<file path="config.mk">
export PLATFORM = sky130hd
export DESIGN_NAME = mul_pipe_regs
export DESIGN_NICKNAME = d
export VERILOG_FILES = /design/src/rtl/mul_pipe_regs.sv
export SDC_FILE = /design/constraint.sdc
export NUM_CORES = 1
export LEC_CHECK = 0
export ABC_CLOCK_PERIOD_IN_PS = 7100
export BUFFER_PORTS_ARGS = -buffer_cell sky130_fd_sc_hd__buf_4
export CAP_MARGIN = 30
export CORE_MARGIN = 5
export CORE_UTILIZATION = 45
export DETAILED_ROUTE_END_ITERATION = 12
export GPL_ROUTABILITY_DRIVEN = 1
export PLACE_DENSITY = 0.68
export SLEW_MARGIN = 20
export SYNTH_ARGS = -nofsm -noshare
export SYNTH_HDL_FRONTEND = slang
export SYNTH_SLANG_ARGS = --single-unit
</file>
<file path="constraint.sdc">
create_clock -name clk -period 7.1 [get_ports clk]
set_input_delay 0.355 -clock clk [delete_from_list [all_inputs] [get_ports clk]]
set_output_delay 0.355 -clock clk [all_outputs]
set_load 0.03 [all_outputs]
</file>
<file path="src/rtl/mul_pipe_regs.sv">
// mul_pipe_regs: elastic valid/ready register chain carrying multiplier results toward writeback.
// Optional macro BUBBLE_COLLAPSE_EN: per-stage advance so empty stages refill behind a stalled head.
module mul_pipe_regs #(
    parameter int unsigned DEPTH     = 4,
    parameter int unsigned DATA_W    = 32,
    parameter int unsigned ROB_IDX_W = 4,
    parameter int unsigned EXC_W     = 3,
    parameter int unsigned TYPE_W    = 3
) (
    input  logic                       clk,
    input  logic                       reset,
    input  logic                       flush,
    input  logic                       in_valid,
    output logic                       in_ready,
    input  logic [DATA_W-1:0]          in_mul_out,
    input  logic [ROB_IDX_W-1:0]       in_rob_idx,
    input  logic [EXC_W-1:0]           in_exception_vector,
    input  logic [TYPE_W-1:0]          in_instr_type,
    output logic                       out_valid,
    input  logic                       out_ready,
    output logic [DATA_W-1:0]          out_mul_out,
    output logic [ROB_IDX_W-1:0]       out_rob_idx,
    output logic [EXC_W-1:0]           out_exception_vector,
    output logic [TYPE_W-1:0]          out_instr_type,
    output logic [$clog2(DEPTH+1)-1:0] occupancy
);

    localparam int unsigned OCC_W = $clog2(DEPTH + 1);

    typedef struct packed {
        logic [DATA_W-1:0]    mul_out;
        logic [ROB_IDX_W-1:0] rob_idx;
        logic [EXC_W-1:0]     exception_vector;
        logic [TYPE_W-1:0]    instr_type;
    } entry_t;

    logic [DEPTH-1:0] v;
    logic [DEPTH-1:0] v_in;
    logic [DEPTH-1:0] adv;
    entry_t           p    [DEPTH];
    entry_t           p_in [DEPTH];
    entry_t           in_entry;

    assign in_entry = {in_mul_out, in_rob_idx, in_exception_vector, in_instr_type};

    // What each stage would take on an advance: stage 0 from the input port, others from upstream
    always_comb begin
        v_in    = '0;
        v_in[0] = in_valid;
        p_in[0] = in_entry;
        for (int s = 1; s < int'(DEPTH); s++) begin
            v_in[s] = v[s-1];
            p_in[s] = p[s-1];
        end
    end

`ifdef BUBBLE_COLLAPSE_EN
    // A stage may advance if it, or any stage downstream of it, has room (or the head drains)
    always_comb begin
        logic room;
        room = out_ready;
        adv  = '0;
        for (int s = int'(DEPTH) - 1; s >= 0; s--) begin
            room   = room | ~v[s];
            adv[s] = room;
        end
    end
`else
    // Whole chain moves in lockstep; bubbles behind a stalled head stay put
    always_comb begin
        adv = {DEPTH{~v[DEPTH-1] | out_ready}};
    end
`endif

    // Valid bits: flush kills everything regardless of stall
    always_ff @(posedge clk or posedge reset) begin
        if (reset) begin
            v <= '0;
        end else begin
            for (int s = 0; s < int'(DEPTH); s++) begin
                if (flush) begin
                    v[s] <= 1'b0;
                end else if (adv[s]) begin
                    v[s] <= v_in[s];
                end
            end
        end
    end

    // Payload only loads with a live incoming entry, so bubbles never overwrite data
    always_ff @(posedge clk or posedge reset) begin
        if (reset) begin
            for (int s = 0; s < int'(DEPTH); s++) begin
                p[s] <= '0;
            end
        end else begin
            for (int s = 0; s < int'(DEPTH); s++) begin
                if (adv[s] && v_in[s]) begin
                    p[s] <= p_in[s];
                end
            end
        end
    end

    always_comb begin
        occupancy = '0;
        for (int s = 0; s < int'(DEPTH); s++) begin
            occupancy = occupancy + OCC_W'(v[s]);
        end
    end

    assign in_ready             = adv[0];
    assign out_valid            = v[DEPTH-1] & ~flush;
    assign out_mul_out          = p[DEPTH-1].mul_out;
    assign out_rob_idx          = p[DEPTH-1].rob_idx;
    assign out_exception_vector = p[DEPTH-1].exception_vector;
    assign out_instr_type       = p[DEPTH-1].instr_type;

endmodule

</file>
; Word-level counts from Yosys, hierarchy flattened
; Index checks and enable logic that the tools add are counted.
[op_classes]
reduce_logical = 5
mux = 8
addsub = 3
bitwise_logic = 4
[op_table]
columns = operator, count
row1 = $mux W1, 8
row2 = $logic_and A1 B1 Y1, 4
row3 = $add A2 B1 Y3, 1
row4 = $add A3 B1 Y3, 1
row5 = $add A1 B1 Y2, 1
row6 = $not A1 Y1, 2
row7 = $reduce_bool A2 Y1, 1
row8 = $and A1 B1 Y1, 1
row9 = $or A1 B1 Y1, 1
[word_totals]
output_inout_bits = 47
regBits = 172
word_cells = 37
input_bits = 47

; Depth between registers and ports, before layout
[logic_depth]
depth_word = 4
mapped_depth = 5
ltp_nobuf = 5

; Worst setup path before layout
; No wires, ideal clock.
[synth_timing]
path_kind = register to output
start = register v[0]
end = output occupancy[1]
stages_incl_launch_ff = 6
t_arrival_ps = 1669
slack_ps = 5076
path_buffers = 0
required_ps = 6745
cell_sequence = dfrtp_1 > inv_1 > fa_1 > inv_1 > ha_1 > ha_1
[synth_between]
elab_chain_len = 3
[synth_rtl]
columns = element, line_no
row1 = start: declaration, 37  ; logic [DEPTH-1:0] v;
row2 = start signal: indexed assignment, 84  ; v[s] <= v_in[s];
row3 = $add A1 B1 Y2, 108  ; occupancy = occupancy + OCC_W'(v[s]);
row4 = $add A2 B1 Y3, 108
row5 = $add A3 B1 Y3, 108
row6 = end: declaration, 25  ; output logic [$clog2(DEPTH+1)-1:0] occupancy
; Every way passes these cells.

; Final worst setup path
; Ends and elaborated chain as after synthesis.

==> flow_metrics.env <==
export IMPL_ir_drop_v=0.0001648
export IMPL_drive_gt1_share_pct=61.30
export IMPL_outcome="finished clean"
export IMPL_route_detailed_wl_per_inst_um=17.33
export IMPL_initial_core_util_pct=46.02
export IMPL_hold_viol_final=0
export IMPL_via_count=3337
export IMPL_fin_setup_tns_ps=0
export IMPL_dp_hpwl_um=7734
export IMPL_cts_sinks=172
export IMPL_clock_path_buffers=2
export IMPL_wl_met3_um=501
export IMPL_start_kind="flip-flop"
export IMPL_core_area_sq_mm=0.01658
export IMPL_ys_types=14
export IMPL_maxSlewViolCount=0
export IMPL_cts_hold_buf=0
export IMPL_cellInternalPower_w=0.002379
export IMPL_clkPwrFrac_pct=28.1
export IMPL_pwr_share_seq_pct=43.1
export IMPL_post_cts_buffers=0
export IMPL_fmax_mhz=390.2
export IMPL_grt_antenna_before_repair=0
export IMPL_power_density_mw_per_mm2=390.9
export IMPL_grt_max_degree=90
export IMPL_cts_made_buffers=17
export IMPL_drt_first_iter_violations=141
export IMPL_rsz0062_at_grt="false"
export IMPL_fin_nets=528
export IMPL_cts_tree="yes"
export IMPL_io_buffers=93
export IMPL_swShare_pct=29.37
export IMPL_drt_wl_total_um=12320
export IMPL_ys_seq_elements=172
export IMPL_firstDrtPassIters=4
export IMPL_dp_cells=679
export IMPL_drc_errors=0
export IMPL_cp_num_buf_inv=3
export IMPL_finalPower_w=0.003368
export IMPL_critPathCaptureType="output pin"
export IMPL_instances_no_fill=711
export IMPL_worst_slew_pin_slew_ps=798.6
export IMPL_synthesis_nets=472
export IMPL_critPathTopFamily="adder cells"
export IMPL_worstSkewPairLatency_ps=420
export IMPL_slew_headroom_pct=46.76
export IMPL_drv_cap=0
export IMPL_viasPerCell=4.693
export IMPL_grt_pass1_vias=3824
export IMPL_cts_htree_levels=4
export IMPL_die_y_um=140.2
export IMPL_syn_inst=422
export IMPL_min_period_ps=2563
export IMPL_leakage_nw=4.367
export IMPL_critPathMaxFanout=3
export IMPL_p_switching_w=0.0009890
export IMPL_ys_seq_area_share_pct=56.40
export IMPL_min_period_over_period_pct=36.10
export IMPL_rows=47
export IMPL_syn_area_per_cell_sq_um=18.08
export IMPL_gr_usage_all_layers_pct=13.16
export IMPL_fill_cells=1356
export IMPL_cts_resized=0
export IMPL_yosys_warnings=0
export IMPL_comb_power_share_pct=28.8
export IMPL_ios=94
export IMPL_fin_worst_skew_ps=7.696
export IMPL_top_layer="met4"
export IMPL_die_w_um=140.2
export IMPL_path_cells="inv_1 -> fa_1 -> inv_1 -> ha_1 -> ha_1 -> buf_4"
export IMPL_synth_top_area_share_pct=56.40
export IMPL_crit_required_ps=6740
export IMPL_met1Wirelength_um=5725
export IMPL_grt_overflow_total=0
export IMPL_cp_slowest_cell="fa_1"
export IMPL_hp_class="primary input to asynchronous set/reset pin"
export IMPL_antenna_left=0
export IMPL_crit_type="flip-flop to output pin"
export IMPL_path_clk_slew_ps=70
export IMPL_wl_met2_um=5899
export IMPL_place_congestion=0.7189
export IMPL_setup_violations=0
export IMPL_cts_root_buffer="clkbuf_16"
export IMPL_critPathMaxStageDelay_ps=540
export IMPL_n_antenna_cell=0
export IMPL_synth_cell_area_sq_mm=0.007631
export IMPL_synth_area_top_cells="dfrtp_1 (56%), mux2_4 (31%), buf_12 (4.2%)"
export IMPL_critPathArrivalTime_ps=2210
export IMPL_area_growth_pct=12.90
export IMPL_die_area_sq_mm=0.01966
export IMPL_yosysTopAreaCell="dfrtp_1"
export IMPL_grt_pass1_wl_um=20590
export IMPL_fin_util_pct=51.95
-- state kept, by name (all words and copies together) (netlist names) --
signal	cells
p	126
out_exception_vector	3
v	4
out_rob_idx	4
out_instr_type	3
out_mul_out	32
-- kinds of logic (layout without fill, tap and decap cells) --
kind of cell,after synthesis,after routing,share of synthesized area (%)
AO/OA/AOI/OAI,3,3,0.1967
adder cells (fa/ha/maj),3,3,0.5902
buffers and inverters,65,134,8.772
flip-flops,172,172,56.40
multiplexers,168,168,32.51
AND/OR/NAND/NOR,11,11,1.525
-- per-layer routing --
| metal | vias to the layer above | track usage, % |
|---|---|---|
| met5 | - | 0 |
| met4 | 0 | 4.437 |
| met3 | 18 | 3.885 |
| met2 | 71 | 20.54 |
| met1 | 1728 | 17.70 |
| li1 | 1520 | - |
-- cells in the mapped netlist --
master	count
dfrtp_1	172
mux2_4	157
buf_4	42
buf_12	16
mux2_2	11
inv_1	6
nand2_8	4
a21oi_1	3
nand2_1	3
nor2_1	3
ha_1	2
fa_1	1
inv_8	1
nor2b_4	1
-- layout make-up --
cell class,count,area (sq um),area share [%]
Inverter,7,38.79,0.4502
Clock buffer,19,442.9,5.141
Clock inverter,13,163.9,1.902
Multi-Input combinational cell,185,2658,30.85
Tap cell,220,275.3,3.195
Sequential cell,172,4304,49.96
Timing Repair Buffer,95,733.2,8.510
-- worst paths after layout --
check	from	endpoint	slack (ps)	cells past startpoint
worst max-delay path	v[0]	occupancy[1]	4540	6
worst min-delay path	reset	p[64]	70	2
worst max register to register	v[3]	p[57]	5480	4
worst min register to register	p[146]	p[104]	500	1
max in group asynchronous	reset	out_rob_idx[3]	5800	4
min in group clk	flush	v[2]	120	2
-- power by group through the flow --
| stage | Combinational [W] | Clock (W) | Sequential, W |
|---|---|---|---|
| 2_1_floorplan | 0.000912 | 0 | 0.00140 |
| 3_3_place_gp | 0.000961 | 0 | 0.00146 |
| 3_5_place_dp | 0.000979 | 0 | 0.00147 |
| 4_1_cts | 0.000985 | 0.000971 | 0.00146 |
| 5_1_grt | 0.00102 | 0.00102 | 0.00149 |
| 6_report | 0.000969 | 0.000946 | 0.00145 |
-- cells in the final DEF (no fill, tap or decap), drive strengths merged --
cell type	netlist	routed
dfrtp	172	172
mux2	168	168
buf	58	95
clkbuf	0	19
inv	7	10
nand2	7	7
clkinv	0	5
nor2	3	3
a21oi	3	3
bufinv	0	3
ha	2	2
clkinvlp	0	2
nor2b	1	1
fa	1	1
-- per-stage QoR --
| step | area, sq um | worst slack, ps | hold slack [ps] |
|---|---|---|---|
| CTS | 8616 | 4507 | 101.6 |
| global route | 8616 | 4454 | 101.4 |
| global placement | 7981 | 4991 | 486.6 |
| finish | 8616 | 4537 | 69.79 |
| detailed placement | 8009 | 4982 | 490.2 |
| floorplan | 7631 | 2085 | 418.1 |
(Power assumes the default switching activity.)
